<file path="src/rtl/transform_streamer_if.sv">
// Output beat stream of the transform streamer: one {lhs, rhs} character pair per beat.
// The master drives the beat and holds it until the slave accepts it with out_ready.
interface transform_streamer_if #(
  parameter int CHAR_W = 8
) ();
  logic              out_valid;
  logic              out_ready;
  logic [CHAR_W-1:0] out_lhs;
  logic [CHAR_W-1:0] out_rhs;
  logic              out_last;

  modport master (
    output out_valid,
    output out_lhs,
    output out_rhs,
    output out_last,
    input  out_ready
  );

  modport slave (
    input  out_valid,
    input  out_lhs,
    input  out_rhs,
    input  out_last,
    output out_ready
  );
endinterface

</file>
<file path="src/rtl/transform_streamer.sv">
// Looks up a {len, base} line descriptor, then walks the character-pair memory from base
// for len entries, emitting each pair (optionally swapped) as one beat on the output stream.
module transform_streamer #(
  parameter int CHAR_W = 8,
  parameter int ADDR_W = 8,
  parameter int LEN_W  = 6,
  parameter int LINE_W = 6
) (
  input  logic                    clk,
  input  logic                    rst,
  input  logic                    start,
  input  logic [LINE_W-1:0]       line,
  input  logic                    swap,
  output logic [LINE_W-1:0]       ptr_line,
  input  logic [LEN_W+ADDR_W-1:0] ptr_data,
  output logic [ADDR_W-1:0]       mem_addr,
  input  logic [2*CHAR_W-1:0]     mem_dout,
  transform_streamer_if.master    stream,
  output logic                    busy,
  output logic                    done
);

  typedef enum logic [2:0] {
    IDLE,
    LOOKUP,
    FETCH,
    CAPTURE,
    OUT,
    DONE
  } state_t;

  state_t             state;
  logic               swap_q;
  logic [LEN_W-1:0]   len_q;
  logic [LEN_W-1:0]   count;

  logic [LEN_W-1:0]   desc_len;
  logic [ADDR_W-1:0]  desc_base;
  logic [CHAR_W-1:0]  mem_lhs;
  logic [CHAR_W-1:0]  mem_rhs;

  assign desc_len  = ptr_data[LEN_W+ADDR_W-1:ADDR_W];
  assign desc_base = ptr_data[ADDR_W-1:0];
  assign mem_lhs   = mem_dout[2*CHAR_W-1:CHAR_W];
  assign mem_rhs   = mem_dout[CHAR_W-1:0];

  always_ff @(posedge clk or posedge rst) begin
    if (rst) begin
      state            <= IDLE;
      swap_q           <= 1'b0;
      len_q            <= '0;
      count            <= '0;
      ptr_line         <= '0;
      mem_addr         <= '1;
      stream.out_valid <= 1'b0;
      stream.out_lhs   <= '0;
      stream.out_rhs   <= '0;
      stream.out_last  <= 1'b0;
      busy             <= 1'b0;
      done             <= 1'b0;
    end else begin
      case (state)
        IDLE: begin
          // All-ones is the blank address while no walk is in progress.
          mem_addr <= '1;
          if (start) begin
            ptr_line <= line;
            swap_q   <= swap;
            busy     <= 1'b1;
            state    <= LOOKUP;
          end
        end
        LOOKUP: begin
          len_q <= desc_len;
          count <= '0;
          if (desc_len == '0) begin
            done  <= 1'b1;
            state <= DONE;
          end else begin
            mem_addr <= desc_base;
            state    <= FETCH;
          end
        end
        FETCH: begin
          state <= CAPTURE;
        end
        CAPTURE: begin
          stream.out_lhs   <= swap_q ? mem_rhs : mem_lhs;
          stream.out_rhs   <= swap_q ? mem_lhs : mem_rhs;
          stream.out_last  <= (count == len_q - LEN_W'(1));
          stream.out_valid <= 1'b1;
          state            <= OUT;
        end
        OUT: begin
          if (stream.out_ready) begin
            stream.out_valid <= 1'b0;
            if (stream.out_last) begin
              done  <= 1'b1;
              state <= DONE;
            end else begin
              // Address wraps modulo 2^ADDR_W by design.
              mem_addr <= mem_addr + ADDR_W'(1);
              count    <= count + LEN_W'(1);
              state    <= FETCH;
            end
          end
        end
        DONE: begin
          done     <= 1'b0;
          busy     <= 1'b0;
          mem_addr <= '1;
          state    <= IDLE;
        end
        default: begin
          state <= IDLE;
        end
      endcase
    end
  end

endmodule

</file>
<file path="src/flat_wrapper.sv">
// flat-port wrapper written by rule: the top's interface ports become plain ports
module transform_streamer_flat 
#(
  parameter int CHAR_W = 8,
  parameter int ADDR_W = 8,
  parameter int LEN_W  = 6,
  parameter int LINE_W = 6
)
  (clk, rst, start, line, swap, ptr_line, ptr_data, mem_addr, mem_dout, busy, done, stream_out_valid, stream_out_lhs, stream_out_rhs, stream_out_last, stream_out_ready);
  transform_streamer_if #(.CHAR_W(CHAR_W)) stream_i ();
  input  logic clk;
  input  logic rst;
  input  logic start;
  input  logic [LINE_W-1:0] line;
  input  logic swap;
  output logic [LINE_W-1:0] ptr_line;
  input  logic [LEN_W+ADDR_W-1:0] ptr_data;
  output logic [ADDR_W-1:0] mem_addr;
  input  logic [2*CHAR_W-1:0] mem_dout;
  output logic busy;
  output logic done;
  output wire logic [$bits(stream_i.out_valid)-1:0] stream_out_valid;
  output wire logic [$bits(stream_i.out_lhs)-1:0] stream_out_lhs;
  output wire logic [$bits(stream_i.out_rhs)-1:0] stream_out_rhs;
  output wire logic [$bits(stream_i.out_last)-1:0] stream_out_last;
  input wire logic [$bits(stream_i.out_ready)-1:0] stream_out_ready;
  assign stream_out_valid = stream_i.out_valid;
  assign stream_out_lhs = stream_i.out_lhs;
  assign stream_out_rhs = stream_i.out_rhs;
  assign stream_out_last = stream_i.out_last;
  assign stream_i.out_ready = stream_out_ready;
  transform_streamer #(.CHAR_W(CHAR_W), .ADDR_W(ADDR_W), .LEN_W(LEN_W), .LINE_W(LINE_W)) u_core (.clk(clk), .rst(rst), .start(start), .line(line), .swap(swap), .ptr_line(ptr_line), .ptr_data(ptr_data), .mem_addr(mem_addr), .mem_dout(mem_dout), .stream(stream_i), .busy(busy), .done(done));
endmodule
</file>
<file path="config.mk">
export PLATFORM = sky130hd
export DESIGN_NAME = transform_streamer_flat
export DESIGN_NICKNAME = d
export VERILOG_FILES = /design/src/rtl/transform_streamer_if.sv /design/src/rtl/transform_streamer.sv /design/src/flat_wrapper.sv
export SDC_FILE = /design/constraint.sdc
export NUM_CORES = 1
export LEC_CHECK = 0
export ABC_CLOCK_PERIOD_IN_PS = 3700
export CORE_MARGIN = 1
export CORE_UTILIZATION = 40
export DETAILED_ROUTE_END_ITERATION = 6
export PLACE_DENSITY = 0.69
export SYNTH_ARGS = -nofsm -noshare
export SYNTH_HDL_FRONTEND = slang
export SYNTH_SLANG_ARGS = --single-unit
export TNS_END_PERCENT = 10
</file>
<file path="constraint.sdc">
create_clock -name clk -period 3.7 [get_ports clk]
set_clock_uncertainty 0.15 [all_clocks]
set_input_delay 0.555 -clock clk [delete_from_list [all_inputs] [get_ports clk]]
set_output_delay 0.555 -clock clk [all_outputs]
set_load 0.02 [all_outputs]
</file>
==> results.py, run 1 <==
metrics = {
    "cells_and_area": {
        "layout_common_cells": "74 x clkdlybuf4s50_1, 42 x dfrtp_1, 35 x nand2_1",
        "insertedDiodeCount": 0,
        "area_growth_pct": 33.10,
        "final_common_cell": "clkdlybuf4s50_1",
        "final_util_pct": 55.85,
        "drive_above_1_share_pct": 13.33,
        "design_area_um2": 3587,
        "final_nets": 373,
    },
    "setup_path": {
        "worst-path-buf-inv": 0,
        "cp.arrival_ns": 2.38,
        "path_cells": "nor3b_2 -> o21ai_0 -> mux2i_1 -> a22o_1",
        "reg2reg_to": "u_core.count[0]$_DFFE_PP0P_",
        "cp_num_cells": 4,
        "cp-startpoint": "u_core.state[1]$_DFFE_PP0P_",
        "r2r_start": "u_core.state[1]$_DFFE_PP0P_",
        "worstPathRequired_ns": 3.80,
        "slowest_delay_ns": 0.87,
        "crit_family": "simple AND/OR/NAND/NOR gates",
        "path_class": "register to register",
        "ff2ff_path_depth": 4,
        "r2r_slack_ns": 1.42,
        "start_kind": "register",
        "critPathCapture": "u_core.count[0]$_DFFE_PP0P_",
        "critical_path_peak_fanout": 17,
        "slowest_stage": "nor3b_2",
        "end_kind": "register",
    },
    "timing": {
        "min_period_ns": 2.280,
        "tns_ns": 0,
        "report.final.slew_viol_count": 0,
        "setup_violations": 0,
        "fmax_ghz": 0.4386,
        "tightest_slew_ns": 1.034,
        "hold_viol_final": 0,
        "rsz0062_at_grt": "false",
        "period_share_pct": 61.62,
        "slew_headroom_pct": 30.98,
    },
    "logic_synthesis": {
        "synthFlopType": "dfrtp_1",
        "synth_area_leaders": "dfrtp_1 39%, dfstp_2 7.8%, mux2i_1 7.1%, mux2_2 5.0%, nand2_1 4.9%",
        "ys_ff_latch": 50,
        "syn_nets": 303,
        "syn_inst": 259,
        "synth.distinct_cells": 44,
        "ys_seq_area_share_pct": 46.80,
        "synth_area_leader_cell": "dfrtp_1",
        "yosys_warnings": 0,
        "syn_area_um2": 2695,
        "synth_top_cell_area_share_pct": 39.00,
        "synth_edf_count": 0,
        "syn_avg_cell_area_um2": 10.41,
        "async_flop_share_pct": 100.0,
    },
    "grt": {
        "grt_remaining_overflow": 0,
        "gr-usage-all-layers_pct": 17.87,
        "grt_pass1_vias": 2092,
        "grt_pass1_wl_um": 10140,
        "antenna_found_initial": 0,
        "grt_max_degree": 51,
    },
    "die": {
        "core_um2": 6422,
        "dieArea_um2": 7070,
        "io_pins": 75,
        "die_w_um": 84.09,
        "start_util_pct": 41.96,
        "dieHeight_um": 84.09,
        "rows": 29,
    },
    "detailed_routing": {
        "drcViolationCount": 10,
        "wl_per_cell_um": 14.57,
        "drt-total-wl_um": 5930,
        "vias": 2150,
        "ant_nets": 0,
        "drt-pass1-iter-count": 6,
        "vias_per_cell": 5.283,
        "drt_iter0_drc": 138,
    },
    "cts": {
        "ctsResizeCount": 0,
        "cts_max_path_buffers": 2,
        "cts_sinks": 50,
        "numCtsBuffers": 5,
        "cts_setup_buffers": 0,
        "hold_buffers": 0,
        "cts_tree": "done",
        "root_buffer": "clkbuf_8",
        "clk_latency_ns": 0.30,
        "htree_num_levels": 2,
        "path_clk_slew_ns": 0.09,
    },
    "place": {
        "place_congestion": 0.8236,
        "port_buffers": 74,
        "place_area_um2": 3481,
        "dpl.hpwl_um": 4295,
    },
    "pwr": {
        "peakVddDrop_uv": 365.2,
        "leakage_uw": 0.001464,
        "p_per_area_nw_per_um2": 810.2,
    },
    "hold_path": {
        "hold_class": "register to register",
        "holdCritStartpoint": "u_core.stream.out_valid$_DFFE_PP0P_",
    },
    "status": {
        "violations": "design-rule violations",
        "outcome": "finished with violations",
    },
    "job": {
        "maxCapViolations": 0,
    },
}
-- routing by layer --
layer	vias up	share of wire, %	GRT usage, %
li1	1068	-	-
met1	1022	47	25.59
met2	55	46	27.20
met3	5	5.9	3.561
met4	0	1.0	5.643
met5	-	0	0
-- flip-flops by register name (all words and copies together), names as in the netlist --
register and cells:
u_core.busy 1, u_core.count 6, u_core.done 1, u_core.len_q 6
u_core.mem_addr 8, u_core.ptr_line 6, u_core.state 3, u_core.stream.out_last 1
u_core.stream.out_lhs 8, u_core.stream.out_rhs 8, u_core.stream.out_valid 1, u_core.swap_q 1
-- synth_stat cells (2+ instances only) --
library cell,count
a2111oi_4,2
a211oi_1,3
a21o_1,2
a21oi_1,10
a22o_1,2
a2bb2oi_1,2
a31oi_1,9
buf_2,6
buf_4,2
clkbuf_1,4
dfrtp_1,42
dfstp_2,8
ha_1,3
inv_1,11
mux2_2,12
mux2i_1,19
nand2_1,35
nand2b_1,3
nand3_1,9
nand4_1,2
nor2_1,7
nor2_2,3
nor3_1,2
o21ai_0,26
o22ai_1,5
o31ai_1,2
xnor2_1,7
xor2_1,5
-- where the power goes --
group | leakage (uW) | internal, uW | switching (uW)
Clock | 0.0000524 | 203 | 179
Combinational | 0.000810 | 721 | 721
Sequential | 0.000602 | 801 | 282
-- layout make-up --
class	instances	area (um2)
inverter	11	41.29
clock buffer	7	76.32
clock inverter	1	30.03
multi-input combinational	185	1326
sequential	50	1261
fill	583	2835
timing repair buffer	76	755.7
tap	77	96.34
-- logic make-up (layout without fill, tap and decap cells) --
group           count (synthesis)  in the layout  share of synthesized area [%]
xor+xnor                       12             12                          3.900
simple gates                   70             70                          13.70
mux                            31             31                          12.07
compound gates                 69             69                          17.97
flops                          50             50                          46.80
fa+ha+maj                       3              3                          1.393
buf+inv                        24             95                          4.178
-- per-stage QoR --
step / setup slack [ns] / total power [uW] / hold WS [ns] / std cells
after floorplan: 1.807 / 2008 / 0.3508 / 259
after global routing: 1.156 / 3121 / 0.3626 / 407
after detailed placement: 1.266 / 2543 / 0.3139 / 399
after global placement: 1.288 / 2520 / 0.3116 / 399
final: 1.420 / 2906 / 0.3300 / 407
after CTS: 1.391 / 2929 / 0.3365 / 407
-- tightest hold or removal path: cells and delay by family (launching register included) --
kind / cells / cell delay, ns
DFF: 1 / 0.35
and+or+nand+nor: 2 / 0.10
-- how the worst min path moves through the flow --
stage          cells after the start  slack, ns                              endpoint
2_1_floorplan                      1       0.35           u_core.len_q[5]$_DFFE_PP0P_
3_3_place_gp                       2       0.31  u_core.stream.out_lhs[4]$_DFFE_PP0P_
3_5_place_dp                       2       0.31   u_core.stream.out_valid$_DFFE_PP0P_
4_1_cts                            2       0.34   u_core.stream.out_valid$_DFFE_PP0P_
5_1_grt                            2       0.36  u_core.stream.out_rhs[7]$_DFFE_PP0P_
6_report                           2       0.33   u_core.stream.out_valid$_DFFE_PP0P_
Note: power is estimated with default switching activity, not from simulation.
==> run 2, diff against run 1 <==
Settings changed: ABC_CLOCK_PERIOD_IN_PS 3700 to 2100.
Clock period 3.7 ns to 2.1 ns, I/O delays scaled along.
==> run 2 against run 1 <==
The run still ends with design-rule violations left. Wire length up 5.3%. Design area up 3.4%. Final cell count up 3.4%. Non-clock buffer count up 14. Critical path depth down 3.
==> results.py, run 2 (synthesis gave the netlist of run 1 again) <==
metrics = {
    "grt": {
        "grt_pass1_vias": 2257,
        "gr-usage-all-layers_pct": 19.14,
        "grt_remaining_overflow": 0,
        "grt_pass1_wl_um": 10830,
        "grt_max_degree": 34,
        "antenna_found_initial": 0,
    },
    "detailed_routing": {
        "drt-pass1-iter-count": 6,
        "drt_iter0_drc": 120,
        "vias_per_cell": 5.207,
        "wl_per_cell_um": 14.84,
        "ant_nets": 0,
        "drt-total-wl_um": 6247,
        "vias": 2192,
        "drcViolationCount": 10,
    },
    "hold_path": {
        "hold_class": "input port to async pin",
    },
    "timing": {
        "rsz0062_at_grt": "false",
        "tightest_slew_ns": 0.4777,
        "fmax_ghz": 0.5032,
        "setup_violations": 0,
        "slew_headroom_pct": 68.15,
        "hold_viol_final": 0,
        "tns_ns": 0,
        "period_share_pct": 94.64,
        "min_period_ns": 1.987,
        "report.final.slew_viol_count": 0,
    },
    "status": {
        "outcome": "finished with violations",
        "violations": "design-rule violations",
    },
    "place": {
        "place_area_um2": 3598,
        "dpl.hpwl_um": 4756,
        "port_buffers": 74,
        "place_congestion": 0.7702,
    },
    "cts": {
        "cts_max_path_buffers": 2,
        "ctsResizeCount": 0,
        "clk_latency_ns": 0.30,
        "numCtsBuffers": 5,
        "cts_setup_buffers": 0,
        "hold_buffers": 0,
        "path_clk_slew_ns": 0.09,
        "root_buffer": "clkbuf_8",
        "cts_sinks": 50,
        "htree_num_levels": 2,
        "cts_tree": "done",
    },
    "cells_and_area": {
        "seqCellArea_um2": 1261,
        "reg_top3": "u_core.mem_addr: 8 flops, u_core.stream.out_lhs: 8 flops, u_core.stream.out_rhs: 8 flops",
        "final_nets": 387,
        "final_util_pct": 57.74,
        "drive_above_1_share_pct": 17.15,
        "insertedDiodeCount": 0,
        "fill_cells": 568,
        "layout_common_cells": "74 x clkdlybuf4s50_1, 42 x dfrtp_1, 35 x nand2_1",
        "multi_input_area_um2": 1326,
        "design_area_um2": 3709,
        "area_growth_pct": 37.60,
        "final_common_cell": "clkdlybuf4s50_1",
    },
    "setup_path": {
        "reg2reg_to": "u_core.stream.out_last$_DFFE_PP0P_",
        "worstPathRequired_ns": 1.63,
        "crit_family": "buffers and inverters",
        "r2r_start": "u_core.len_q[0]$_DFFE_PP0P_",
        "worst-path-buf-inv": 1,
        "start_kind": "register",
        "slowest_delay_ns": 0.63,
        "path_class": "register to primary output",
        "path_cells": "clkdlybuf4s50_1",
        "critical_path_peak_fanout": 7,
        "end_kind": "primary output",
        "cp.arrival_ns": 1.52,
        "r2r_slack_ns": 0.18,
        "ff2ff_path_depth": 6,
        "slowest_stage": "clkdlybuf4s50_1",
    },
    "pwr": {
        "pwr-share-clk_pct": 12.8,
        "p_int_uw": 3133,
        "power_switching_uw": 2117,
        "peakVddDrop_uv": 810.4,
        "switching_share_pct": 40.32,
        "leakage_uw": 0.001537,
        "total_power_uw": 5250,
        "seqPwrFrac_pct": 34.2,
        "p_per_area_nw_per_um2": 1416,
        "power_frac_comb_pct": 53.1,
    },
    "die": {
        "die_w_um": 84.09,
        "io_pins": 75,
        "core_um2": 6422,
        "start_util_pct": 41.96,
        "dieHeight_um": 84.09,
        "rows": 29,
        "dieArea_um2": 7070,
    },
    "job": {
        "maxCapViolations": 0,
    },
}
==> run 2: cell types whose count changed in the layout (fill, tap and decap cells not counted), sizes merged <==
cell / delta
buf: +14
clkbuf: -1
clkinvlp: +1
==> run 2: worst max path at each step <==
stage                              startpoint                            endpoint  slack (ns)  cells after the start
5_1_grt           u_core.len_q[0]$_DFFE_PP0P_  u_core.stream.out_last$_DFFE_PP0P_        0.02                      6
6_report       u_core.mem_addr[2]$_DFFE_PP1P_                         mem_addr[2]        0.11                      1
2_1_floorplan     u_core.len_q[0]$_DFFE_PP0P_  u_core.stream.out_last$_DFFE_PP0P_        0.35                      6
3_3_place_gp                      ptr_data[9]             u_core.done$_DFFE_PP0P_        0.11                      6
3_5_place_dp                      ptr_data[9]      u_core.mem_addr[0]$_DFFE_PP1P_        0.08                      6
4_1_cts        u_core.mem_addr[2]$_DFFE_PP1P_                         mem_addr[2]        0.10                      1
==> run 2: power groups by stage <==
| stage | clock network [uW] | logic, uW | registers, uW |
|---|---|---|---|
| CTS | 684 | 2810 | 1800 |
| detailed placement | 0 | 2800 | 1810 |
| global route | 724 | 3050 | 1870 |
| global placement | 0 | 2760 | 1790 |
| floorplan | 0 | 1490 | 2040 |
| finish | 670 | 2790 | 1790 |
==> run 2: metrics by stage <==
stage / hold slack (ns) / cells / worst slack [ns]
after floorplan: 0.2818 / 259 / 0.3505
after global placement: 0.3126 / 413 / 0.1092
after detailed placement: 0.3149 / 413 / 0.08114
after CTS: 0.1534 / 421 / 0.1007
after global routing: 0.1756 / 421 / 0.02106
final: 0.1415 / 421 / 0.1126
==> run 2: routing by layer <==
| metal | global-route usage, % | part of all wire (%) | vias to the layer above |
|---|---|---|---|
| li1 | - | - | 1094 |
| met1 | 25.90 | 47 | 1035 |
| met2 | 31.37 | 48 | 59 |
| met3 | 3.660 | 4.9 | 4 |
| met4 | 5.172 | 0.96 | 0 |
| met5 | 0 | 0 | - |
==> run 2: cell type report <==
cell class / instances / area share (%)
Clock buffer: 6 / 1.957
Clock inverter: 2 / 1.012
Inverter: 11 / 1.113
Multi-Input combinational cell: 185 / 35.76
Sequential cell: 50 / 34.01
Tap cell: 77 / 2.598
Timing Repair Buffer: 90 / 23.55
